[src/rtl/exa_crosb_out_arbiter.sv]
// exa_crosb_out_arbiter
// Output-port packet arbiter for the crossbar. It selects one requesting input
// using a round-robin scan in which high-priority requesters go first. It then
// holds that grant until the packet ends, either on LAST or on a forced release
// after max_beats transfers. SEL_o, GRANT_o, BUSY_o and ERR_o are all registered.

module exa_crosb_out_arbiter #(
  parameter int input_num = 16,
  parameter int sel_width = (input_num > 1) ? $clog2(input_num) : 1,
  parameter int max_beats = 64
) (
  input  logic                 clk,
  input  logic                 resetn,
  input  logic [input_num-1:0] REQ_i,
  input  logic [input_num-1:0] PRIO_i,
  input  logic                 VALID_i,
  input  logic                 LAST_i,
  input  logic                 READY_i,
  output logic [sel_width-1:0] SEL_o,
  output logic [input_num-1:0] GRANT_o,
  output logic                 BUSY_o,
  output logic                 ERR_o
);

  localparam int cnt_width = $clog2(max_beats);
  localparam logic [cnt_width-1:0] cnt_last = cnt_width'(max_beats - 1);
  localparam logic [sel_width-1:0] ptr_init = sel_width'(input_num - 1);

  typedef enum logic [0:0] {
    IDLE   = 1'b0,
    LOCKED = 1'b1
  } state_t;

  // Reset synchroniser: assertion is immediate, deassertion is aligned to clk.
  logic [1:0] rst_sync_r;
  logic       rst_int_n_s;

  state_t                 state_r, state_s;
  logic [sel_width-1:0]   sel_r, sel_s;
  logic [input_num-1:0]   grant_r, grant_s;
  logic                   busy_r, busy_s;
  logic                   err_r, err_s;
  logic [sel_width-1:0]   ptr_r, ptr_s;
  logic [cnt_width-1:0]   cnt_r, cnt_s;

  logic [input_num-1:0]   cand_s;
  logic                   win_found_s;
  logic [sel_width-1:0]   win_idx_s;
  logic [input_num-1:0]   win_hot_s;
  logic                   xfer_s;
  logic                   last_rel_s;
  logic                   force_rel_s;
  logic                   release_s;

  // Two-flop reset synchroniser; cleared asynchronously by resetn.
  always_ff @(posedge clk or negedge resetn) begin
    if (!resetn) begin
      rst_sync_r <= 2'b00;
    end else begin
      rst_sync_r <= {rst_sync_r[0], 1'b1};
    end
  end

  assign rst_int_n_s = rst_sync_r[1];

  // Candidate set and round-robin winner search starting just after the pointer.
  always_comb begin
    cand_s      = ((REQ_i & PRIO_i) != '0) ? (REQ_i & PRIO_i) : REQ_i;
    win_found_s = 1'b0;
    win_idx_s   = '0;
    for (int i = 1; i <= input_num; i++) begin
      if (!win_found_s && cand_s[(int'(ptr_r) + i) % input_num]) begin
        win_found_s = 1'b1;
        win_idx_s   = sel_width'((int'(ptr_r) + i) % input_num);
      end else begin
        win_found_s = win_found_s;
      end
    end
  end

  // One-hot decode of the winner index.
  always_comb begin
    win_hot_s = '0;
    for (int i = 0; i < input_num; i++) begin
      win_hot_s[i] = (win_idx_s == sel_width'(i));
    end
  end

  // Beat transfer and release qualification while a packet owns the output.
  always_comb begin
    xfer_s      = VALID_i & READY_i;
    last_rel_s  = (state_r == LOCKED) & xfer_s & LAST_i;
    force_rel_s = (state_r == LOCKED) & xfer_s & ~LAST_i & (cnt_r == cnt_last);
    release_s   = last_rel_s | force_rel_s;
  end

  // FSM state register together with the registered outputs and datapath.
  always_ff @(posedge clk or negedge rst_int_n_s) begin
    if (!rst_int_n_s) begin
      state_r <= IDLE;
      sel_r   <= '0;
      grant_r <= '0;
      busy_r  <= 1'b0;
      err_r   <= 1'b0;
      ptr_r   <= ptr_init;
      cnt_r   <= '0;
    end else begin
      state_r <= state_s;
      sel_r   <= sel_s;
      grant_r <= grant_s;
      busy_r  <= busy_s;
      err_r   <= err_s;
      ptr_r   <= ptr_s;
      cnt_r   <= cnt_s;
    end
  end

  // Next-state logic: lock on any request, unlock on release.
  always_comb begin
    state_s = state_r;
    case (state_r)
      IDLE: begin
        if (win_found_s) begin
          state_s = LOCKED;
        end else begin
          state_s = IDLE;
        end
      end
      LOCKED: begin
        if (release_s) begin
          state_s = IDLE;
        end else begin
          state_s = LOCKED;
        end
      end
      default: begin
        state_s = IDLE;
      end
    endcase
  end

  // Output/datapath next values; SEL holds across release so the mux never glitches.
  always_comb begin
    sel_s   = sel_r;
    grant_s = grant_r;
    busy_s  = busy_r;
    err_s   = 1'b0;
    ptr_s   = ptr_r;
    cnt_s   = cnt_r;
    case (state_r)
      IDLE: begin
        if (win_found_s) begin
          sel_s   = win_idx_s;
          grant_s = win_hot_s;
          busy_s  = 1'b1;
          cnt_s   = '0;
        end else begin
          grant_s = '0;
          busy_s  = 1'b0;
        end
      end
      LOCKED: begin
        if (release_s) begin
          grant_s = '0;
          busy_s  = 1'b0;
          ptr_s   = sel_r;
          cnt_s   = '0;
          err_s   = force_rel_s;
        end else if (xfer_s) begin
          cnt_s = cnt_r + cnt_width'(1);
        end else begin
          cnt_s = cnt_r;
        end
      end
      default: begin
        grant_s = '0;
        busy_s  = 1'b0;
        cnt_s   = '0;
      end
    endcase
  end

  assign SEL_o   = sel_r;
  assign GRANT_o = grant_r;
  assign BUSY_o  = busy_r;
  assign ERR_o   = err_r;

endmodule

[config.mk]
export PLATFORM = sky130hd
export DESIGN_NAME = exa_crosb_out_arbiter
export DESIGN_NICKNAME = d
export VERILOG_FILES = /design/src/rtl/exa_crosb_out_arbiter.sv
export SDC_FILE = /design/constraint.sdc
export NUM_CORES = 1
export LEC_CHECK = 0
export ABC_AREA = 0
export BUFFER_PORTS_ARGS = -buffer_cell sky130_fd_sc_hd__buf_2
export CAP_MARGIN = 20
export CORE_MARGIN = 2
export CORE_UTILIZATION = 59
export DETAILED_ROUTE_END_ITERATION = 6
export PLACE_DENSITY = 0.82
export SETUP_SLACK_MARGIN = 0.2
export SYNTH_ARGS = -nofsm -noshare
export SYNTH_HDL_FRONTEND = slang
export SYNTH_SLANG_ARGS = --single-unit
export TNS_END_PERCENT = 20
[constraint.sdc]
create_clock -name clk -period 1.3 [get_ports clk]
set_clock_uncertainty 0.15 [all_clocks]
set_input_delay 0.065 -clock clk [delete_from_list [all_inputs] [get_ports clk]]
set_output_delay 0.065 -clock clk [all_outputs]
set_load 0.05 [all_outputs]
==> impl_metrics.tcl, run 1 <==
set metrics [dict create \
    place_congestion 1.175 \
    synth_edf_count 0 \
    io_buffers 58 \
    ys_warn_count 0 \
    clockRootBuffer "clkbuf_8" \
    cts_buffers 5 \
    hpwl_um 15220 \
    syn_avg_cell_area_um2 9.018 \
    yosys.area.top_type "dfrtp_1" \
    grt_use_total_pct 78.69 \
    dp.cells 782 \
    die_y_um 88.13 \
    grt_pass1_wl_um 45040 \
    htree_levels 2 \
    num_rows 30 \
    synth_top_area_share_pct 18.58 \
    clock-sinks 35 \
    syn-num-nets 508 \
    postSynthCellCount 463 \
    io_pins 59 \
    clockBufferDepth 2 \
    status "aborted with a tool error" \
    syn_area_mm2 0.004175 \
    error "[ERROR GRT-0116] Global routing finished with congestion. Check the congestion regions in the DRC Viewer." \
    seq_area_frac_synth_pct 21.10 \
    initial_core_util_pct 61.12 \
    ys_ff_latch 35 \
    die_w_um 88.13 \
    ys.flop_type "dfrtp_1" \
    placement.setup.worst_slack_ns -3.100 \
    async_flop_share_pct 100.0 \
    grt-ovfl-total 91 \
    grt_max_degree 34 \
    grt_pass1_vias 7595 \
    netlist-cell-type-count 76 \
    stop_stage "global routing" \
    synth_area_leaders "dfrtp_1 (19%), mux4_2 (16%), nand2_1 (4.9%), mux2i_1 (3.8%), o21ai_0 (3.2%)" \
]
routing by layer:
metal / overflow / track usage, %
met5: 0 / 7.792
met4: 53 / 86.23
met3: 0 / 60.60
met2: 38 / 95.45
met1: 0 / 78.87
cell usage after synthesis (5+ instances only):
library cell and count:
o22ai_1 6, nand4_1 6, mux2i_1 16, o21ai_1 15, o31ai_1 8, mux2_2 5, dfrtp_1 31, inv_1 10
o2111ai_1 11, or3_1 5, mux4_2 29, nand2b_1 6, clkbuf_1 16, buf_6 5, o21a_1 13, xnor2_1 8
and3_1 7, nand3_1 14, nor3_1 6, a21o_1 5, o21ai_0 27, o211ai_1 10, nor2_1 33, a21oi_1 14
ha_1 8, nand2_1 54, a32o_1 12
through the flow:
step / utilization (%) / area, um^2
3_5_place_dp: 87.47 / 5976
2_1_floorplan: - / 4270
3_3_place_gp: 87.47 / 5976
4_1_cts: 95.18 / 6502
cells by family after synthesis:
group / after synthesis / share of synthesized area (%)
buffers and inverters: 39 / 4.555
AND/OR/NAND/NOR: 152 / 18.43
AO/OA/AOI/OAI: 164 / 29.19
XOR/XNOR: 12 / 2.517
other: 1 / 0.08981
adder cells (fa/ha/maj): 8 / 2.397
flip-flops: 35 / 21.10
multiplexers: 52 / 21.73
repair_timing:
| action | CTS |
|---|---|
| buffers inserted | 7 |
| resized for setup | 86 |
| pin swaps | 18 |
| setup endpoints to repair | 55 |
| cloned | 3 |
| endpoints found under the hold margin | 2 |
| hold buffers | 2 |
==> inputs of run 2 (changes only) <==
Settings changed: CORE_UTILIZATION 59 to 40, PLACE_DENSITY 0.82 to default, PLACE_DENSITY_LB_ADDON from default to 0.15, SETUP_SLACK_MARGIN 0.2 to default.
==> impl_metrics.tcl, run 2 <==
set metrics [dict create \
    path_cells "inv_8 > ha_4 > inv_6 > mux4_2 > mux4_2 > o2111ai_4 > nor4_4 > buf_4 > buf_4 > nand3_2 > o221ai_2 > o31a_2 > nor3b_4 > a32o_1" \
    drc 0 \
    cts.clk_slew.worst_paths_ns 0.07 \
    place_congestion 1.006 \
    die_area_mm2 0.01127 \
    async_flop_share_pct 100.0 \
    slew_viol_final 0 \
    hold_ws_ns 0.01732 \
    mostFrequentLayoutCell "buf_4" \
    multi_input_area_mm2 0.003465 \
    hpwl_um 12450 \
    die_w_um 106.2 \
    setup_viol 32 \
    clockRootBuffer "clkbuf_8" \
    clockBufferDepth 2 \
    final_cell_mix "buf_4 (194), buf_2 (58), nand2_1 (49)" \
    grt_max_degree 34 \
    clock-sinks 35 \
    num_rows 37 \
    violations "setup timing" \
    n_antenna_cell 0 \
    period_minus_slack_ns 3.944 \
    cts_buffers 5 \
    synth_edf_count 0 \
    ys_ff_latch 35 \
    core-area_mm2 0.01023 \
    ys.flop_type "dfrtp_1" \
    syn_avg_cell_area_um2 9.018 \
    grt_use_total_pct 27.93 \
    grt_pass1_wl_um 25140 \
    netlist-cell-type-count 76 \
    tns_ns -70.54 \
    crit_family "multiplexers" \
    worst_slack_ns -2.644 \
    yosys.area.top_type "dfrtp_1" \
    vias 4992 \
    max_cap_violations 0 \
    initial_core_util_pct 40.81 \
    period_share_pct 303.4 \
    status "finished with violations" \
    syn_area_mm2 0.004175 \
    nets 761 \
    die_y_um 106.2 \
    grt_setup_unrepaired "yes" \
    synth_top_area_share_pct 18.58 \
    drt_wl_total_um 15810 \
    postSynthCellCount 463 \
    cts_tree "yes" \
    slowest_delay_ns 0.60 \
    largest_reg_flops 16 \
    seq_area_frac_synth_pct 21.10 \
    area_growth_pct 59.39 \
    slew_headroom_pct 63.15 \
    yosysMostFrequentCell "nand2_1" \
    grt_pass1_vias 4873 \
    cpMaxStageDelayCell "dfstp_2" \
    synth_area_leaders "dfrtp_1 (19%), mux4_2 (16%), nand2_1 (4.9%), mux2i_1 (3.8%), o21ai_0 (3.2%)" \
    ant_nets 0 \
    ys_warn_count 0 \
    start_kind "flop" \
    synth_common_cells "nand2_1 (54), nor2_1 (33), dfrtp_1 (31)" \
    critical_path_class "flop to flop" \
    viasPerCell 5.852 \
    hp-class "input pin to flop" \
    cp_max_fo 6 \
    grt-ovfl-total 0 \
    fmax_ghz 0.2535 \
    cp.required_ns 1.32 \
    finalHoldViolations 0 \
    post_drt_wl_per_cell_um 18.54 \
    syn-num-nets 508 \
    critPathBufInv 4 \
    io_pins 59 \
    fill_cells 843 \
    worstMarginPinSlew_ns 0.5490 \
    htree_levels 2 \
    drtIter0Drc 431 \
    drive_gt1_share_pct 53.42 \
    arrival_ns 3.96 \
    crit_path_end_kind "flop" \
    antenna_found_initial 0 \
    clock_latency_ns 0.28 \
    regArea_um2 880.8 \
    firstDrtPassIters 5 \
    io_buffers 58 \
]
[run 2: cell counts after synthesis]
Identical to the previous run, type by type.
[run 2: through the flow]
step	instances	worst slack (ns)	util [%]	cell area, um^2
floorplan	463	-2.771	-	4270
global placement	816	-3.011	58.09	5943
detailed placement	816	-3.050	58.09	5943
CTS	842	-2.635	61.91	6334
global route	853	-2.761	65.05	6655
finish	853	-2.644	65.05	6655
[run 2: timing repair]
item | in CTS | in global routing
resized for setup | 49 | 45
pin swaps | 25 | 19
endpoints found under the setup margin | 33 | 32
cloned | 2 | 0
hold endpoints to repair | 2 | 0
hold buffers | 2 | 0
setup buffers | 15 | 11
[run 2: area by class of cell]
type | instances | share of cell area, %
Tap cell | 136 | 2.557
Clock buffer | 5 | 1.034
Inverter | 12 | 0.8836
Timing Repair Buffer | 271 | 30.01
Multi-Input combinational cell | 391 | 52.06
Clock inverter | 3 | 0.2256
Sequential cell | 35 | 13.24
[run 2: path summary, 6_finish.rpt]
check	startpoint	to	slack, ns	depth (start not counted)
setup / recovery	ptr_r[0]$_DFFE_PN1P_	GRANT_o[3]$_DFFE_PN0P_	-2.64	14
min in group asynchronous	rst_sync_r[1]$_DFF_PN0_	cnt_r[0]$_DFFE_PN0P_	0.08	1
setup reg to reg	ptr_r[0]$_DFFE_PN1P_	GRANT_o[3]$_DFFE_PN0P_	-2.64	14
hold reg to reg	rst_sync_r[1]$_DFF_PN0_	cnt_r[0]$_DFFE_PN0P_	0.08	1
max in group asynchronous	resetn	rst_sync_r[0]$_DFF_PN0_	0.40	3
hold / removal	READY_i	ERR_o$_DFF_PN0_	0.02	4
[run 2: kinds of logic after synthesis]
family                     after synthesis  share of synthesized area, %
AOI/OAI and AO/OA                      164                         29.19
xor gates and xnor gates                12                         2.517
adders and majority gates                8                         2.397
buffers and inverters                   39                         4.555
DFF                                     35                         21.10
muxes                                   52                         21.73
other                                    1                       0.08981
and+or+nand+nor                        152                         18.43
[run 2: per-layer routing]
metal	global-route usage, %	part of all wire, %	wire [um]	up-vias
li1	-	-	-	2354
met1	38.66	44	6897	2387
met2	45.56	47	7450	215
met3	3.863	6.2	981	36
met4	8.177	3.1	485	0
met5	0	0	0	-
[run 2: worst min-delay path: stages]
cell and delay [ns]:
buf_2 0.11, nand3_2 0.08, nor3_4 0.05, buf_4 0.11
Power of run 2 is not shown: default switching activity piles up to over one toggle a cycle in this logic, so the estimate is an artifact.
